`src/rtl/tour_cmd_seq.sv`:
```
// tour_cmd_seq: sits between the tour solver's move memory, the UART command
// wrapper and cmd_proc.
//
// While idle it passes UART commands straight through to cmd_proc. During a
// tour it expands each one-hot knight move into two motion commands: a
// 2-square long leg and a 1-square short leg. Each command is handshaked
// with cmd_proc. leg_order selects which leg goes first. A move code that is
// not exactly one-hot sends the sequencer to ERR.
//
// Optional build macro TOUR_ABORT_EN: when defined, a UART command with
// opcode 4'hF received during a tour aborts the tour. The abort command is
// not forwarded to cmd_proc.
//
// state | meaning
// IDLE  | UART pass-through, waiting for start_tour
// LEG1  | first leg of move[mv_indx] presented to cmd_proc
// WAIT1 | first leg accepted, waiting for cmd_proc to finish it
// LEG2  | second leg presented to cmd_proc
// WAIT2 | second leg accepted, waiting for cmd_proc to finish it
// ERR   | illegal move code seen, waiting for send_resp or start_tour
module tour_cmd_seq #(
  parameter int         NUM_MOVES = 24,
  parameter int         IDX_W     = 5,
  parameter logic [3:0] OPCODE    = 4'h4,
  parameter logic [7:0] RESP_DONE = 8'hA5,
  parameter logic [7:0] RESP_BUSY = 8'h5A,
  parameter logic [7:0] RESP_ERR  = 8'hEE
) (
  input  logic             clk,
  input  logic             rst,
  input  logic             start_tour,
  input  logic             leg_order,
  input  logic [7:0]       move,
  output logic [IDX_W-1:0] mv_indx,
  input  logic [15:0]      cmd_UART,
  input  logic             cmd_rdy_UART,
  output logic [15:0]      cmd,
  output logic             cmd_rdy,
  input  logic             clr_cmd_rdy,
  input  logic             send_resp,
  output logic [7:0]       resp,
  output logic             tour_busy
);

  localparam logic [7:0] HD_N = 8'h00;
  localparam logic [7:0] HD_W = 8'h3F;
  localparam logic [7:0] HD_S = 8'h7F;
  localparam logic [7:0] HD_E = 8'hBF;

  typedef enum logic [2:0] {IDLE, LEG1, WAIT1, LEG2, WAIT2, ERR} state_t;

  state_t      state;
  logic        order_q;
  logic [11:0] leg1_q, leg2_q;
  logic [11:0] dec_long, dec_short, dec_first, dec_second;
  logic        move_ok, last_move, abort;

  // Decode the one-hot move into {heading, squares} for its long and short legs.
  always_comb begin
    dec_long  = 12'h000;
    dec_short = 12'h000;
    case (move)
      8'h01: begin dec_long = {HD_N, 4'd2}; dec_short = {HD_E, 4'd1}; end
      8'h02: begin dec_long = {HD_N, 4'd2}; dec_short = {HD_W, 4'd1}; end
      8'h04: begin dec_long = {HD_W, 4'd2}; dec_short = {HD_N, 4'd1}; end
      8'h08: begin dec_long = {HD_W, 4'd2}; dec_short = {HD_S, 4'd1}; end
      8'h10: begin dec_long = {HD_S, 4'd2}; dec_short = {HD_W, 4'd1}; end
      8'h20: begin dec_long = {HD_S, 4'd2}; dec_short = {HD_E, 4'd1}; end
      8'h40: begin dec_long = {HD_E, 4'd2}; dec_short = {HD_S, 4'd1}; end
      8'h80: begin dec_long = {HD_E, 4'd2}; dec_short = {HD_N, 4'd1}; end
      default: begin dec_long = 12'h000; dec_short = 12'h000; end
    endcase
  end

  assign dec_first  = order_q ? dec_short : dec_long;
  assign dec_second = order_q ? dec_long  : dec_short;
  assign move_ok    = (move != 8'h00) && ((move & (move - 8'd1)) == 8'h00);
  assign last_move  = (mv_indx == IDX_W'(NUM_MOVES - 1));
  assign tour_busy  = (state != IDLE);

`ifdef TOUR_ABORT_EN
  assign abort = cmd_rdy_UART && (cmd_UART[15:12] == 4'hF) &&
                 (state == LEG1 || state == WAIT1 || state == LEG2 || state == WAIT2);
`else
  assign abort = 1'b0;
`endif

  // Output mux: UART pass-through when idle, otherwise the current leg.
  always_comb begin
    cmd     = 16'h0000;
    cmd_rdy = 1'b0;
    resp    = RESP_BUSY;
    case (state)
      IDLE: begin
        cmd     = cmd_UART;
        cmd_rdy = cmd_rdy_UART;
        resp    = RESP_DONE;
      end
      LEG1: begin
        cmd     = {OPCODE, dec_first};
        cmd_rdy = move_ok && !abort;
      end
      WAIT1: cmd = {OPCODE, leg1_q};
      LEG2: begin
        cmd     = {OPCODE, leg2_q};
        cmd_rdy = !abort;
      end
      WAIT2: begin
        cmd  = {OPCODE, leg2_q};
        resp = last_move ? RESP_DONE : RESP_BUSY;
      end
      ERR: resp = RESP_ERR;
      default: resp = RESP_DONE;
    endcase
  end

  // Sequencer state, move index and leg registers.
  // move is read combinationally at mv_indx, so the legs of the move at the
  // new index are only visible once LEG1 is entered. They are therefore
  // captured on every LEG1 cycle. This keeps cmd stable from WAIT1 through
  // WAIT2, even if move changes.
  always_ff @(posedge clk) begin
    if (rst) begin
      state   <= IDLE;
      mv_indx <= '0;
      leg1_q  <= 12'h000;
      leg2_q  <= 12'h000;
      order_q <= 1'b0;
    end else if (abort) begin
      state   <= IDLE;
      mv_indx <= '0;
    end else begin
      case (state)
        IDLE: if (start_tour) begin
          state   <= LEG1;
          mv_indx <= '0;
          order_q <= leg_order;
        end
        LEG1: begin
          leg1_q <= dec_first;
          leg2_q <= dec_second;
          if (!move_ok)        state <= ERR;
          else if (clr_cmd_rdy) state <= WAIT1;
        end
        WAIT1: if (send_resp) state <= LEG2;
        LEG2:  if (clr_cmd_rdy) state <= WAIT2;
        WAIT2: if (send_resp) begin
          if (last_move) begin
            state   <= IDLE;
            mv_indx <= '0;
          end else begin
            state   <= LEG1;
            mv_indx <= mv_indx + 1'b1;
          end
        end
        ERR: if (send_resp || start_tour) state <= IDLE;
        default: state <= IDLE;
      endcase
    end
  end

endmodule

```
`config.mk`:
```
export PLATFORM = sky130hd
export DESIGN_NAME = tour_cmd_seq
export DESIGN_NICKNAME = d
export VERILOG_FILES = /design/src/rtl/tour_cmd_seq.sv
export SDC_FILE = /design/constraint.sdc
export NUM_CORES = 1
export LEC_CHECK = 0
export CORE_MARGIN = 2
export CORE_UTILIZATION = 30
export CTS_BUF_LIST = sky130_fd_sc_hd__clkbuf_4
export DETAILED_ROUTE_END_ITERATION = 6
export DONT_BUFFER_PORTS = 1
export GPL_TIMING_DRIVEN = 0
export PLACE_DENSITY = 0.47
export SLEW_MARGIN = 20
export SYNTH_ARGS = -nofsm -noshare
export SYNTH_HDL_FRONTEND = slang
export SYNTH_SLANG_ARGS = --single-unit
export TNS_END_PERCENT = 5
```
`constraint.sdc`:
```
create_clock -name clk -period 1.95 [get_ports clk]
set_input_delay 0.0975 -clock clk [delete_from_list [all_inputs] [get_ports clk]]
set_output_delay 0.0975 -clock clk [all_outputs]
set_load 0.02 [all_outputs]
```
==> results of run 1 <==
kinds of logic (layout without fill, tap and decap cells):
kind of cell    Yosys count  in the layout  share of synthesized area (%)
compound gates           66             66                           28.4
fa+ha+maj                 2              2                           1.44
simple gates             88             88                           28.8
flops                    19             19                           24.3
xor+xnor                  5              5                           2.80
buf+inv                  29             36                           8.48
mux                       9              9                           5.76
cell type report:
class,instances,share of cell area (%)
Buffer,18,5.87
Clock buffer,3,1.20
Clock inverter,1,0.267
Inverter,9,1.94
Multi-Input combinational cell,170,62.3
Sequential cell,19,21.4
Tap cell,70,4.67
Timing Repair Buffer,5,2.40
power breakdown:
part           leakage [nW]  switching, mW  total [mW]  internal [mW]
Clock                0.0177          0.145       0.221         0.0766
Sequential            0.158         0.0279       0.432          0.404
Combinational         0.504          0.377       0.569          0.193
tightest hold or removal path: cells and delay by family:
kind	cells	cell delay, ns
simple gates	2	0.14
compound gates	1	0.06
repair_timing:
| action | CTS | global route |
|---|---|---|
| pin swaps | 2 | 5 |
| setup endpoints to repair | 34 | 18 |
| gates cloned | 0 | 0 |
| gates resized for setup | 29 | 24 |
| hold buffers | 2 | 1 |
| setup buffers | 1 | 1 |
| endpoints found under the hold margin | 2 | 1 |
Yosys cell counts (2+ instances only):
| master | count |
|---|---|
| clkbuf_1 | 10 |
| nor2b_1 | 3 |
| a211oi_1 | 5 |
| mux2i_1 | 9 |
| inv_1 | 9 |
| dfxtp_1 | 19 |
| nor3b_1 | 2 |
| o21ai_0 | 7 |
| a221o_1 | 2 |
| nor4_1 | 2 |
| nor4b_1 | 3 |
| a21o_1 | 7 |
| or3_1 | 2 |
| a2111oi_0 | 2 |
| a211o_1 | 2 |
| xnor2_1 | 3 |
| xor2_1 | 2 |
| buf_1 | 4 |
| a21oi_1 | 21 |
| o211ai_1 | 2 |
| a32oi_1 | 2 |
| and3_1 | 8 |
| nand3_1 | 8 |
| nor3_1 | 4 |
| o22ai_1 | 2 |
| o21a_1 | 2 |
| nand2b_1 | 4 |
| buf_4 | 4 |
| a31oi_1 | 5 |
| nor2_1 | 22 |
| a22oi_1 | 3 |
| nand2_1 | 21 |
| or4_1 | 4 |
metrics by stage:
step / setup TNS, ns / area (um2) / setup slack [ns]
final: 0 / 1870 / 0.0572
after global routing: -0.269 / 1870 / -0.0488
after CTS: -0.0434 / 1800 / -0.0216
after detailed placement: -5.23 / 1660 / -0.406
after global placement: -5.11 / 1660 / -0.406
after floorplan: 0 / 1570 / 0.0514
worst min-delay path by stage:
| stage | cells past startpoint | start | to | slack [ns] |
|---|---|---|---|---|
| finish | 3 | move[2] | leg2_q[11]$_SDFFE_PP0P_ | 0.02 |
| floorplan | 2 | leg_order | order_q$_SDFFE_PP0P_ | 0.24 |
| detailed placement | 2 | leg_order | order_q$_SDFFE_PP0P_ | 0.26 |
| CTS | 3 | move[2] | leg2_q[11]$_SDFFE_PP0P_ | 0.01 |
| global placement | 2 | leg_order | order_q$_SDFFE_PP0P_ | 0.25 |
| global route | 3 | move[2] | leg2_q[11]$_SDFFE_PP0P_ | 0.03 |
sequential cells by signal, indices dropped and copies added (netlist names):
name,cells
state,3
leg2_q,5
leg1_q,5
mv_indx,5
order_q,1
routing by layer:
layer	global-route usage, %	up-vias
met3	3.67	6
met5	0	-
met1	20.2	729
met4	5.09	0
met2	25.4	54
li1	-	811
==> metrics.md, run 1 <==
| Metric | Value |
|---|---|
| Rows | `26` |
| Cell count after placement | `288` |
| Most frequent cells in the layout | `nor2_1, nand2_1, a21oi_1` |
| CP endpoint | `mv_indx[4]$_SDFFE_PP0P_` |
| Total GRT Usage | `15.6%` |
| Crit Reg-Reg Endpoint | `mv_indx[4]$_SDFFE_PP0P_` |
| Avg WL per Cell | `15.5 um` |
| Share of layout cells above drive strength 1 | `20.0%` |
| WP data required | `about 2.2 ns` |
| Filler Cell Count | `between 500 and 600` |
| Footprint of the multi-input gates | `1170 um2` |
| Post-synth EDFFs | `0` |
| Initial antenna violation count | `0` |
| PD cells | `652 nW/um2` |
| Initial DRC count | `81` |
| Post-Route M1 WL | `around 2 mm` |
| Die X | `76.2 um` |
| Async SR Flop Fraction | `0%` |
| R2r startpoint | `state[0]$_SDFFE_PP0P_` |
| WL final | `4.57 mm` |
| H-tree levels | `1` |
| Non-filler cells, final | `295` |
| Worst-Margin Slew | `approximately 0.55 ns` |
| Run status | `complete, no violations` |
| Design Power | `around 1.2 mW` |
| Setup CP Type | `reg2reg` |
| Final setup violation count | `0` |
| Critical Path AT | `2.14 ns` |
| CORE AREA | `between 5000 and 6000 um2` |
| Layout Utilization | `between 30 and 40%` |
| Ports | `62` |
| Drt drc | `0` |
| Critical Path, Cell by Cell | `or2_4, or3_4, buf_6, or4_1, a21oi_1` |
| 1st-pass router iterations | `4` |
| Final period util | `97.1%` |
| DPL Wire Length | `3.38 mm` |
| Post-Syn Instances | `218` |
| Slew headroom | `63.4%` |
| P_leak | `approximately 0.68 nW` |
| Min-delay worst type | `in2reg` |
| Drt via density | `approximately 5.4` |
| Placer congestion estimate | `0.749` |
| Max incr delay on CP | `0.46 ns` |
| Max Cap Violations | `0` |
| Leading area contributor after synthesis | `dfxtp_1` |
| R2r worst-path depth | `5` |
| Area of the die | `around 5800 um2` |
| CTS buffer count | `3` |
| Post-synthesis sequential area ratio | `24.3%` |
| Die span in y | `76.2 um` |
| Synth-to-Final Area Change | `19.8%` |
| Critical Path Start Type | `flip-flop` |
| Post-layout min period | `1.89 ns` |
| Commonest non-fill, non-tap cell in the layout | `nor2_1` |
| Fin. max-slew vios | `0` |
| Nets | `258` |
| Number of synthesized register bits | `19` |
| Worst VDD drop | `0.201 mV` |
| Largest net degree at the start of global routing | `12` |
| CP bufs+invs | `1` |
| Crit. Startpoint | `state[0]$_SDFFE_PP0P_` |
| Post-synth top flop | `dfxtp_1` |
| Met3 WL | `just under 300 um` |
| Starting density of the core | `30.8%` |
| Crit end category | `flip-flop` |
| Hold WS | `0.0215 ns` |
| Final hold viol count | `0` |
| Fmax | `528 MHz` |
| Post-Syn Area | `1560 um2` |
| Syn avg cell area | `7.17 um2` |
| Overflow after GRT | `0` |
| Clock Skew | `between 0.005 and 0.006 ns` |
| Syn Nets | `250` |
| Clock sinks | `19` |
| Buffers added on ports | `0` |
| Warnings from Yosys | `0` |
| Top sig layer | `met4` |
| Clk slew on worst S/H paths | `0.13 ns` |
| Crit Path Max Fanout | `9` |
| Top cell type's share of synthesized area | `24.3%` |
| Reg2reg setup slack | `0.06 ns` |
| Diodes inserted | `0` |
| Root Buffer | `clkbuf_4` |
| Delay-heaviest family, CP | `simple AND/OR/NAND/NOR gates` |
| First-pass GRT wire length | `7.48 mm` |
| Clk_lat worst skew | `slightly above 0.3 ns` |
| WP depth | `5` |
| Antenna viol nets, final | `0` |
| Count of cell types in the netlist | `46` |
| Clock Tree Buf Depth | `2` |
| CTS tree | `built` |
| Vias in the first global route | `roughly 1,500` |
| Vias | `1,600` |
| RSZ-0062 raised after global routing | `true` |
| CP max-delay cell | `or4_1` |
| FF+latch area | `roughly 400 um2` |
| Top cells by area, synth | `dfxtp_1, a21oi_1, mux2i_1, nor2_1, nand2_1` |
| Met2 routed WL | `2.17 mm` |
Power figures use the tool's default switching activity.
==> run 2, diff against run 1 <==
--- a/config.mk
+++ b/config.mk
@@ -12,6 +12,7 @@
 export DONT_BUFFER_PORTS = 1
 export GPL_TIMING_DRIVEN = 0
 export PLACE_DENSITY = 0.47
+export RECOVER_POWER = 25
 export SLEW_MARGIN = 20
 export SYNTH_ARGS = -nofsm -noshare
 export SYNTH_HDL_FRONTEND = slang
==> run 2 against run 1 <==
Effect of this change: routed wire length unchanged; sequential share of layout area decreased by 0.053 points; global-route usage did not move; hold slack is the same; critical path depth unchanged; die area unchanged; via count stayed put; clock skew is the same; non-clock buffer count did not move; clock power about the same; sequential power about the same; critical endpoint unchanged.
==> metrics.md, run 2 (same netlist as run 1, synthesis figures left out) <==
| Metric | Value |
|---|---|
| Min-delay worst type | `in2reg` |
| Max Cap Violations | `0` |
| R2r startpoint | `state[0]$_SDFFE_PP0P_` |
| Buffers added on ports | `0` |
| Hold Path Origin | `move[2]` |
| Area of the die | `5810 um2` |
| First-pass GRT wire length | `7.48 mm` |
| Design Power | `1.22 mW` |
| PD cells | `653 nW/um2` |
| Setup CP Type | `reg2reg` |
| RSZ-0062 raised after global routing | `true` |
| CTS buffer count | `3` |
| Die span in y | `approximately 76 um` |
| Filler Cell Count | `572` |
| Ports | `62` |
| Max incr delay on CP | `0.46 ns` |
| Hold WS | `0.0215 ns` |
| CP bufs+invs | `1` |
| Critical Path AT | `2.14 ns` |
| Crit Reg-Reg Endpoint | `mv_indx[4]$_SDFFE_PP0P_` |
| Total GRT Usage | `about 16%` |
| DPL Wire Length | `3.38 mm` |
| Final Cell Area | `about 1900 um2` |
| Root Buffer | `clkbuf_4` |
| Antenna viol nets, final | `0` |
| Vias in the first global route | `1,508` |
| WP data required | `2.20 ns` |
| Drt drc | `0` |
| Placer congestion estimate | `~0.75` |
| Clock Skew | `0.00577 ns` |
| Post-layout min period | `1.89 ns` |
| Worst VDD drop | `around 0.20 mV` |
| Fin. max-slew vios | `0` |
| Nets | `258` |
| Initial DRC count | `81` |
| Placed inst area | `between 1500 and 2000 um2` |
| Synth-to-Final Area Change | `19.8%` |
| Clk slew on worst S/H paths | `0.13 ns` |
| Run status | `complete, no violations` |
| Critical Path Start Type | `flip-flop` |
| FF+latch area | `399 um2` |
| Largest net degree at the start of global routing | `12` |
| Avg WL per Cell | `between 15 and 20 um` |
| Footprint of the multi-input gates | `around 1200 um2` |
| Final period util | `between 90% and 100%` |
| P_leak | `0.679 nW` |
| CORE AREA | `5070 um2` |
| Layout Utilization | `36.9%` |
| Commonest non-fill, non-tap cell in the layout | `nor2_1` |
| Diodes inserted | `0` |
| Post-place setup slack | `-0.406 ns` |
| Hold worst-path end | `leg2_q[11]$_SDFFE_PP0P_` |
| Overflow after GRT | `0` |
| Vias | `1,600` |
| Hold path cells | `3` |
| Clk_lat worst skew | `about 0.31 ns` |
| CP max-delay cell | `or4_1` |
| H-tree levels | `1` |
| Slew headroom | `about 63%` |
| Clock Tree Buf Depth | `2` |
| Initial antenna violation count | `0` |
| Starting density of the core | `30.8%` |
| CTS tree | `built` |
| Setup WS post-layout | `0.0572 ns` |
| Final setup violation count | `0` |
| R2r worst-path depth | `5` |
| Worst-Margin Slew | `0.549 ns` |
| Largest registers | `leg1_q (5), leg2_q (5), mv_indx (5)` |
| Die X | `between 70 and 80 um` |
| Critical Path, Cell by Cell | `or2_4, or3_4, buf_6, or4_1, a21oi_1` |
| Most frequent cells in the layout | `nor2_1, nand2_1, a21oi_1` |
| Clock sinks | `19` |
| Rows | `26` |
| Delay-heaviest family, CP | `simple AND/OR/NAND/NOR gates` |
| Fmax | `528 MHz` |
| Reg2reg setup slack | `0.06 ns` |
| Crit Path Max Fanout | `9` |
| Share of layout cells above drive strength 1 | `19.6%` |
| Final hold viol count | `0` |
| 1st-pass router iterations | `4` |
| Drt via density | `5.42` |
| WL final | `4.57 mm` |
| Crit end category | `flip-flop` |
-- run 2: power breakdown --
part,total [mW],internal (mW),switching (mW)
logic,0.569,0.193,0.377
registers,0.432,0.404,0.0279
clock network,0.221,0.0766,0.145
-- run 2: metal layers --
metal / global-route usage [%] / vias up / routed length, um
li1: - / 811 / -
met1: 20.2 / 729 / 2060
met2: 25.4 / 54 / 2170
met3: 3.67 / 6 / 290
met4: 5.09 / 0 / 45
met5: 0 / - / 0
-- run 2: layout make-up --
cell class / instances / share of cell area, %
inverter: 9 / 1.94
buffer: 18 / 5.88
tap: 70 / 4.68
clock inverter: 1 / 0.267
sequential: 19 / 21.3
multi-input combinational: 170 / 62.3
clock buffer: 3 / 1.20
timing repair buffer: 5 / 2.40
-- run 2: worst reg2reg max path, stage by stage (launching register included) --
cell and delay, ns:
dfxtp_4 0.40, or2_4 0.30, or3_4 0.40, buf_6 0.14, or4_1 0.46, a21oi_1 0.14
-- run 2: stage by stage --
stage          setup TNS, ns  cells
3_5_place_dp           -5.23    288
2_1_floorplan              0    218
5_1_grt               -0.323    295
6_report                   0    295
3_3_place_gp           -5.11    288
4_1_cts              -0.0434    294
-- run 2: how the worst max path moves through the flow --
stage                           from                 endpoint  depth (start not counted)
6_report       state[0]$_SDFFE_PP0P_  mv_indx[4]$_SDFFE_PP0P_                          5
5_1_grt        state[0]$_SDFFE_PP0P_                   cmd[7]                          4
4_1_cts        state[0]$_SDFFE_PP0P_  mv_indx[4]$_SDFFE_PP0P_                          6
3_5_place_dp   state[2]$_SDFFE_PP0P_                   cmd[7]                          6
3_3_place_gp   state[2]$_SDFFE_PP0P_                   cmd[5]                          6
2_1_floorplan  state[2]$_SDFFE_PP0P_                   cmd[4]                          6
-- run 2: repair_timing --
item | CTS | global route
resized for setup | 29 | 24
hold buffers | 2 | 1
buffers inserted | 1 | 1
endpoints found under the setup margin | 34 | 18
hold endpoints to repair | 2 | 1
pin swaps | 2 | 5
